**src/rtl/isa_pkg.sv**
```systemverilog
// Shared ISA definitions for the instruction encoder and the control decoder:
// the encoded word width, field widths and the 28 legal opcodes.
package isa_pkg;

  localparam int INSTR_W   = 9;
  localparam int OP_W      = 5;
  localparam int OPERAND_W = 4;

  localparam logic [4:0] OP_NOP  = 5'b00000;
  localparam logic [4:0] OP_MOVI = 5'b00001;
  localparam logic [4:0] OP_LDI  = 5'b00010;
  localparam logic [4:0] OP_LD   = 5'b00011;
  localparam logic [4:0] OP_ST   = 5'b00100;
  localparam logic [4:0] OP_PUSH = 5'b00101;
  localparam logic [4:0] OP_POP  = 5'b00110;
  localparam logic [4:0] OP_MOV  = 5'b00111;
  localparam logic [4:0] OP_ADD  = 5'b01000;
  localparam logic [4:0] OP_SUB  = 5'b01001;
  localparam logic [4:0] OP_AND  = 5'b01010;
  localparam logic [4:0] OP_OR   = 5'b01011;
  localparam logic [4:0] OP_XOR  = 5'b01100;
  localparam logic [4:0] OP_NOT  = 5'b01101;
  localparam logic [4:0] OP_SHL  = 5'b01110;
  localparam logic [4:0] OP_SHR  = 5'b01111;
  localparam logic [4:0] OP_CMP  = 5'b10000;
  localparam logic [4:0] OP_TST  = 5'b10001;
  // 10010..10101 are reserved and never encoded
  localparam logic [4:0] OP_B    = 5'b10110;
  localparam logic [4:0] OP_BZ   = 5'b10111;
  localparam logic [4:0] OP_BNZ  = 5'b11000;
  localparam logic [4:0] OP_BC   = 5'b11001;
  localparam logic [4:0] OP_CALL = 5'b11010;
  localparam logic [4:0] OP_RET  = 5'b11011;
  localparam logic [4:0] OP_IN   = 5'b11100;
  localparam logic [4:0] OP_OUT  = 5'b11101;
  localparam logic [4:0] OP_EI   = 5'b11110;
  localparam logic [4:0] OP_HALT = 5'b11111;

  localparam logic [INSTR_W-1:0] NOP_WORD = {OP_NOP, 4'b0000};

  function automatic logic op_is_legal(input logic [4:0] op);
    logic legal;
    case (op)
      OP_NOP, OP_MOVI, OP_LDI, OP_LD, OP_ST, OP_PUSH, OP_POP, OP_MOV,
      OP_ADD, OP_SUB, OP_AND, OP_OR, OP_XOR, OP_NOT, OP_SHL, OP_SHR,
      OP_CMP, OP_TST, OP_B, OP_BZ, OP_BNZ, OP_BC, OP_CALL, OP_RET,
      OP_IN, OP_OUT, OP_EI, OP_HALT: legal = 1'b1;
      default:                       legal = 1'b0;
    endcase
    return legal;
  endfunction

endpackage

```
**src/rtl/op_legal_chk.sv**
```systemverilog
// Combinational opcode legality check against the shared ISA opcode set.
module op_legal_chk
  import isa_pkg::*;
(
  input  logic [4:0] op,
  output logic       legal
);

  assign legal = op_is_legal(op);

endmodule

```
**src/rtl/instr_encoder.sv**
```systemverilog
// Packs {op, operand} requests into 9-bit words written to instruction memory.
// Optional feature: define ENC_NOP_PAD_EN to pad the program with NOPs to a 4-word boundary.
module instr_encoder
  import isa_pkg::*;
#(
  parameter int ADDR_W = 8
) (
  input  logic               clk,
  input  logic               reset,
  input  logic               start,
  input  logic               req_valid,
  output logic               req_ready,
  input  logic [4:0]         req_op,
  input  logic [3:0]         req_operand,
  input  logic               req_last,
  output logic               im_we,
  output logic [ADDR_W-1:0]  im_addr,
  output logic [INSTR_W-1:0] im_wdata,
  output logic               done,
  output logic               full,
  output logic               err_illegal
);

`ifdef ENC_NOP_PAD_EN
  typedef enum logic [2:0] {
    IDLE   = 3'd0,
    ACCEPT = 3'd1,
    WRITE  = 3'd2,
    DONE   = 3'd3,
    PAD    = 3'd4
  } state_t;
`else
  typedef enum logic [2:0] {
    IDLE   = 3'd0,
    ACCEPT = 3'd1,
    WRITE  = 3'd2,
    DONE   = 3'd3
  } state_t;
`endif

  localparam logic [ADDR_W-1:0] LAST_ADDR = {ADDR_W{1'b1}};
  localparam logic [ADDR_W-1:0] ADDR_ONE  = {{(ADDR_W-1){1'b0}}, 1'b1};

  state_t               state_r;
  logic [ADDR_W-1:0]    addr_r;
  logic                 we_r;
  logic [INSTR_W-1:0]   wdata_r;
  logic                 done_r;
  logic                 full_r;
  logic                 err_r;
  logic                 last_r;
  logic                 legal_r;
  logic                 op_legal_s;
  logic                 accept_s;
  logic [ADDR_W-1:0]    inc_addr_s;
`ifdef ENC_NOP_PAD_EN
  logic [ADDR_W-1:0]    wr_next_addr_s;
`endif

  op_legal_chk u_op_legal_chk (
    .op    (req_op),
    .legal (op_legal_s)
  );

  // A start pulse always wins, so it masks ready in the cycle it arrives
  assign req_ready  = (state_r == ACCEPT) && !start;
  assign accept_s   = req_valid && req_ready;
  assign inc_addr_s = addr_r + ADDR_ONE;
`ifdef ENC_NOP_PAD_EN
  assign wr_next_addr_s = legal_r ? inc_addr_s : addr_r;
`endif

  assign im_we       = we_r;
  assign im_addr     = addr_r;
  assign im_wdata    = wdata_r;
  assign done        = done_r;
  assign full        = full_r;
  assign err_illegal = err_r;

  // Load sequencer: accept a request, write it the next cycle, optionally pad, then hold done
  always_ff @(posedge clk or posedge reset) begin
    if (reset) begin
      state_r <= IDLE;
      addr_r  <= '0;
      we_r    <= 1'b0;
      wdata_r <= '0;
      done_r  <= 1'b0;
      full_r  <= 1'b0;
      err_r   <= 1'b0;
      last_r  <= 1'b0;
      legal_r <= 1'b0;
    end else if (start) begin
      state_r <= ACCEPT;
      addr_r  <= '0;
      we_r    <= 1'b0;
      wdata_r <= '0;
      done_r  <= 1'b0;
      full_r  <= 1'b0;
      err_r   <= 1'b0;
      last_r  <= 1'b0;
      legal_r <= 1'b0;
    end else begin
      case (state_r)
        IDLE: begin
          we_r <= 1'b0;
        end
        ACCEPT: begin
          if (accept_s) begin
            last_r  <= req_last;
            legal_r <= op_legal_s;
            state_r <= WRITE;
            if (op_legal_s) begin
              we_r    <= 1'b1;
              wdata_r <= {req_op, req_operand};
            end else begin
              we_r  <= 1'b0;
              err_r <= 1'b1;
            end
          end else begin
            we_r <= 1'b0;
          end
        end
        WRITE: begin
          we_r <= 1'b0;
          // The top address is written once and never wrapped past
          if (legal_r && (addr_r == LAST_ADDR)) begin
            full_r  <= 1'b1;
            done_r  <= 1'b1;
            state_r <= DONE;
          end else begin
            if (legal_r) begin
              addr_r <= inc_addr_s;
            end else begin
              addr_r <= addr_r;
            end
            if (last_r) begin
`ifdef ENC_NOP_PAD_EN
              if (wr_next_addr_s[1:0] != 2'b00) begin
                state_r <= PAD;
                we_r    <= 1'b1;
                wdata_r <= NOP_WORD;
              end else begin
                state_r <= DONE;
                done_r  <= 1'b1;
              end
`else
              state_r <= DONE;
              done_r  <= 1'b1;
`endif
            end else begin
              state_r <= ACCEPT;
            end
          end
        end
`ifdef ENC_NOP_PAD_EN
        PAD: begin
          if (addr_r == LAST_ADDR) begin
            we_r    <= 1'b0;
            full_r  <= 1'b1;
            done_r  <= 1'b1;
            state_r <= DONE;
          end else begin
            addr_r <= inc_addr_s;
            if (inc_addr_s[1:0] == 2'b00) begin
              we_r    <= 1'b0;
              done_r  <= 1'b1;
              state_r <= DONE;
            end else begin
              we_r <= 1'b1;
            end
          end
        end
`endif
        DONE: begin
          we_r <= 1'b0;
        end
        default: begin
          we_r    <= 1'b0;
          state_r <= IDLE;
        end
      endcase
    end
  end

endmodule
```
**config.mk**
```make
export PLATFORM = sky130hd
export DESIGN_NAME = instr_encoder
export DESIGN_NICKNAME = d
export VERILOG_FILES = /design/src/rtl/isa_pkg.sv /design/src/rtl/op_legal_chk.sv /design/src/rtl/instr_encoder.sv
export SDC_FILE = /design/constraint.sdc
export NUM_CORES = 1
export LEC_CHECK = 0
export CAP_MARGIN = 20
export CORE_MARGIN = 5
export CORE_UTILIZATION = 30
export DETAILED_ROUTE_END_ITERATION = 8
export GPL_ROUTABILITY_DRIVEN = 0
export PLACE_DENSITY = 0.59
export SETUP_SLACK_MARGIN = 0.4
export SLEW_MARGIN = 20
export SYNTH_ARGS = -nofsm -noshare
export SYNTH_HDL_FRONTEND = slang
export SYNTH_SLANG_ARGS = --single-unit
```
**constraint.sdc**
```tcl
create_clock -name clk -period 1.9 [get_ports clk]
set_input_delay 0.38 -clock clk [delete_from_list [all_inputs] [get_ports clk]]
set_output_delay 0.38 -clock clk [all_outputs]
set_load 0.02 [all_outputs]
```
# --- Word level (Yosys, flattened, before mapping) ---
# Memory sizes are Yosys's and may differ from the RTL's.
# Index checks and enable logic that the tools add are counted.
classes:
  add_sub_neg: 1
  multipliers: 0
  n_div: 0
  order_cmp: 0
  n_eq_ne: 8
  shifts: 0
  mux: 34
  bitwise: 0
  n_reduce_logical: 20
op_table:
  columns: ["op", "count"]
  rows:
  - ["two-way mux 9 bit", 4]
  - ["two-way mux 8 bit", 4]
  - ["two-way mux 1 bit", 21]
  - ["nonzero test 2 bit", 6]
  - ["one-hot mux 3 bit (3 select lines)", 1]
  - ["AND reduction 3 bit", 3]
  - ["adder 8 x 1 -> 8 bit (second input constant)", 1]
  - ["equality test 8 bit (second input constant)", 1]
  - ["AND reduction 2 bit", 4]
  - ["equality test 3 x 2 -> 1 bit (second input constant)", 2]
  - ["two-way mux 3 bit", 2]
  - ["two-way mux 2 bit", 2]
  - ["inequality test 2 bit (second input constant)", 2]
  - ["equality test 3 x 1 -> 1 bit (second input constant)", 1]
  - ["logical AND 1 bit", 3]
  - ["zero test 3 bit", 1]
  - ["inequality test 3 bit (second input constant)", 1]
  - ["nonzero test 3 bit", 1]
  - ["inequality test 2 x 1 -> 1 bit (second input constant)", 1]
  - ["OR reduction 2 bit", 1]
  - ["zero test 1 bit", 1]
totals:
  register_bits: 26
  latch_bits: 0
  ramBits: 0
  mem_bits_ro: 32
  out_inout_bits: 22
  memories: 1
memory_table:
  columns: ["memory", "depth", "width", "rd", "rd_clocked_by_memory_dff", "wr", "line_no", "source"]
  rows:
  - ["(no name shown)", 32, 1, 1, 0, 0, "isa_pkg.sv:43", "case (op)"]

# --- Depth between registers and ports, before layout ---
depth:
  word_depth: 6
  ltp_mapped: 8
  depth_no_buf: 6

# --- By module ---
# From an unflattened synthesis, not the netlist that was laid out.
unflattened:
  hier_cells: 118
  area_unflattened_um2: 1204.9
modules_own_cells:
  columns: ["mod", "n_inst", "cells_per_inst", "area_each_um2", "seq_area_each_um2"]
  rows:
  - ["instr_encoder", 1, 116, 1188.6, 625.6]
  - ["op_legal_chk", 1, 2, 16.3, 0.0]

# --- Least setup slack after synthesis ---
# No wires, ideal clock.
synth_timing:
  kind: "reg2reg"
  from: "register addr_r[0] (netlist: im_addr[0])"
  to: "register addr_r[7] (netlist: im_addr[7])"
  setup_time_ns: 0.078
  arrival_ns: 1.607
  setup_slack_ns: 0.215
  stages_incl_launch_ff: 6
  n_path_buf: 0
  path_cell_list: "dfrtp_1 > ha_1 > nand4_4 > o21ai_2 > or4_1 > a21oi_1"
synth_between:
  elab_chain_len: 5
  elab_cells_between_ends: 9
synth_rtl:
  columns: ["item", "line_no", "source"]
  rows:
  - ["from (decl)", "instr_encoder.sv:45", "logic [ADDR_W-1:0] addr_r;"]
  - ["from (signal assigned)", "instr_encoder.sv:132", "addr_r <= inc_addr_s;"]
  - ["from (signal assigned)", "instr_encoder.sv:134", "addr_r <= addr_r;"]
  - ["adder 8 x 1 -> 8 bit", "instr_encoder.sv:68", "assign inc_addr_s = addr_r + ADDR_ONE;"]
  - ["two-way mux 8 bit", "instr_encoder.sv:131", "if (legal_r) begin"]
  - ["two-way mux 8 bit", "instr_encoder.sv:126", "if (legal_r && (addr_r == LAST_ADDR)) begin"]
  - ["two-way mux 8 bit", "instr_encoder.sv:103", "case (state_r)"]
  - ["two-way mux 8 bit", "instr_encoder.sv:92", "end else if (start) begin"]
# Several ways; a longest one is shown, not always the timed one. The select of a mux whose other input is x is not followed.
# A chain may end at the register's enable or synchronous reset.

# --- Worst setup path after layout ---
layout_timing:
  from: "register state_r[0]"
  to: "register addr_r[7] (netlist: im_addr[7])"
layout_between:
  elab_chain_len: 3
layout_rtl:
  columns: ["item", "line_no", "source"]
  rows:
  - ["from (decl)", "instr_encoder.sv:44", "state_t state_r;"]
  - ["from (signal assigned)", "instr_encoder.sv:83", "state_r <= IDLE;"]
  - ["from (signal assigned)", "instr_encoder.sv:93", "state_r <= ACCEPT;"]
  - ["from (signal assigned)", "instr_encoder.sv:111", "state_r <= WRITE;"]
  - ["equality test 3 x 2 -> 1 bit", "instr_encoder.sv:103", null]
  - ["nonzero test 2 bit (no source line)", null, null]
  - ["AND reduction 3 bit (no source line)", null, null]
# Every way passes these cells.

==> summary.md <==
| Metric | Value |
|---|---|
| Status | finished clean |
| Fraction of layout cells with a size suffix above 1 | 0.264 |
| Dpl hpwl | 2040 um |
| Number of iterations in the first detailed-routing pass | 4 |
| Worst rel slew slack | 0.760 |
| Avg Cell Area, Syn | 9.82 um^2 |
| Die area | 0.00543 mm^2 |
| Syn Nets | 141 |
| Setup violators final | 0 |
| CTS Buffer Depth | 2 |
| Global-route wire length before repair | 4760 um |
| Io pins | 36 |
| Reg-to-Reg End | im_addr[7] |
| Worst vdd ir | 0.405 mV |
| Post-Route WL | 3010 um |
| Seq/Total Area, Yosys | 0.514 |
| Hold_ws | 0.411 ns |
| CP arrival | 1.76 ns |
| CTS H-tree depth | 1 |
| Diode count | 0 |
| RSZ-0062 raised after global routing | true |
| Vias | 1078 |
| Reg2Reg Depth | 6 |
| Post-DRT Antenna Nets | 0 |
| Pwr dens | 834 mW/mm^2 |
| Initial Util | 0.307 |
| Die Span Y | 73.7 um |
| Port Buffers | 35 |
| Clock sinks | 25 |
| Antenna violations before repair | 0 |
| Synthesis Warnings | 0 |
| Final worst-path cycle share | 0.819 |
| Dpl ws | -0.00463 ns |
| Critical path launch point type | flip-flop |
| Worst Setup Slack, final | 0.344 ns |
| CP required | 2.10 ns |
| Worst setup EP type | flip-flop |
| CTS tree | yes |
| Drt drc | 0 |
| Tot Pwr | 1600 uW |
| Overall Global Routing Usage | 0.111 |
| Vias in the first global route | 1059 |
| Final min period | 1.56 ns |
| Hold Path Depth | 3 |
| Register-to-register path setup slack | 0.34 ns |
| Slew of the pin with the lowest slew margin | 0.357 ns |
| Root buf cell | clkbuf_8 |
| Total congestion overflow | 0 |
| Crit Path Class | reg -> reg |
| Hold Crit Class | in -> reg |
| Worst-path clk slew | 0.09 ns |
| Worst-skew pair later-pin latency | 0.27 ns |
| Hold Vio Cnt, Final | 0 |
| FP Rows | 23 |
| Hold Path End | im_wdata[5] |
| CP Max Fanout | 5 |
| Wirelength per Cell | 13.5 um |
| Clock skew | 0.00383 ns |
| Synthesized area | 0.00122 mm^2 |
| Layout Nets | 192 |
| Peak Freq | 0.643 GHz |
| Die Wd | 73.7 um |
| Fin util | 0.484 |
| HP Start | req_op[1] |
| Largest net degree at the start of global routing | 26 |
| Pleak | 0.000930 uW |
| Slew Viols, Final | 0 |
| Synth cell types | 33 |
| Max-Cap Viols | 0 |
| Core region area | 0.00397 mm^2 |
| Seq cells post-synth | 25 |
| Cells after Synth | 124 |
| Worst reg2reg startpoint | state_r[0] |
| CTS Buf Count | 3 |
| Area growth syn-to-layout | 57.8% |
| First DRT Iteration DRCs | 32 |
| Vias per inst | 4.81 |
## cell usage after synthesis
master	n	area, um^2
dfrtp_1	25	626
nand2_1	16	60.1
nor2_1	13	48.8
inv_1	9	33.8
a21oi_1	7	35.0
o21ai_0	7	35.0
o211ai_1	4	30.0
xor2_1	4	35.0
and3_1	3	18.8
ha_1	3	37.5
mux2i_1	3	30.0
nand3_1	3	15.0
nor3_1	3	15.0
buf_2	2	10.0
clkbuf_1	2	7.51
o21ai_1	2	10.0
xnor2_1	2	17.5
a2111oi_4	1	27.5
a211oi_1	1	7.51
a311oi_1	1	8.76
a31oi_1	1	6.26
and2_1	1	6.26
and2_2	1	7.51
clkbuf_2	1	5.00
nand2b_1	1	6.26
nand3_2	1	10.0
nand4_4	1	21.3
nor2b_1	1	6.26
o21ai_2	1	8.76
o311a_1	1	10.0
o31ai_1	1	7.51
or3_1	1	6.26
or4_1	1	7.51
## metrics by stage
stage	TNS, ns	instances	cell area [um^2]
after floorplan	0	124	1240
after global placement	-0.0167	210	1690
after detailed placement	-0.00463	210	1690
after CTS	0	215	1730
after global routing	0	224	1920
final	0	224	1920
## area by class of cell
type                    instances  area [um^2]
fillers                       388         2050
multi-input cells              85          637
flip-flops and latches         25          629
repair buffers                 51          513
well taps                      50         62.6
clock buffers                   4         45.0
inverters                       9         33.8
## routing by layer
metal | wire length [um] | up-vias | GRT usage
li1 | - | 522 | -
met5 | 0 | - | 0
met4 | 17 | 0 | 0.0483
met2 | 1530 | 35 | 0.178
met1 | 1280 | 519 | 0.139
met3 | 189 | 2 | 0.0315
## sequential cells by signal, summed over array words and instances, names as in the netlist
| name | count |
|---|---|
| im_addr | 8 |
| done | 1 |
| state_r | 2 |
| err_illegal | 1 |
| last_r | 1 |
| im_wdata | 9 |
| im_we | 1 |
| legal_r | 1 |
| full | 1 |
## critical path, cell delays in order (launching register included)
cell	delay [ns]
dfrtp_1	0.44
inv_2	0.09
ha_4	0.14
and2_4	0.16
o21ai_4	0.06
or4_4	0.48
a21oi_2	0.12
## repair_timing
| item | CTS | global route |
|---|---|---|
| hold buffers | 0 | 0 |
| gates resized for setup | 29 | 34 |
| buffers inserted | 1 | 8 |
| setup endpoints to repair | 31 | 18 |
| pin swaps | 2 | 1 |
| cloned | 0 | 1 |
## how the worst max path moves through the flow
stage	startpoint	to	slack, ns	cells past startpoint
2_1_floorplan	im_addr[0]	im_addr[7]	0.37	5
3_3_place_gp	start	req_ready	-0.02	3
3_5_place_dp	start	req_ready	-0.005	3
4_1_cts	state_r[1]	req_ready	0.16	4
5_1_grt	state_r[1]	im_wdata[0]	0.30	8
6_report	state_r[0]	im_addr[7]	0.34	6
## report_power, final
| group | leakage [uW] | internal, uW | total, uW | switching, uW |
|---|---|---|---|---|
| clock network | 0.0000228 | 150 | 322 | 172 |
| logic | 0.000573 | 338 | 638 | 300 |
| registers | 0.000335 | 593 | 641 | 47.8 |
| total | 0.000930 | 1080 | 1600 | 519 |
## cells by family (layout without fill, tap and decap cells)
kind of cell               Yosys count  in the layout  share of synthesized area
and+or+nand+nor                     46             46                      0.188
AOI/OAI and AO/OA                   27             27                      0.153
buffers and inverters               14             64                     0.0462
DFF                                 25             25                      0.514
xor gates and xnor gates             6              6                     0.0432
muxes                                3              3                     0.0247
adders and majority gates            3              3                     0.0308
## cell usage in the layout, fill, tap and decap left out, drive strengths merged, types with 4 or more instances in the layout
cell type	Yosys	routed
dfrtp	25	25
dlygate4sd2	0	18
nand2	16	16
buf	2	16
nor2	13	13
o21ai	10	10
clkdlybuf4s50	0	9
inv	9	9
a21oi	7	7
clkbuf	3	5
o211ai	4	4
xor2	4	4
dlymetal6s2s	0	4
nand3	4	4
No activity file was read; power rests on OpenSTA's default activity.
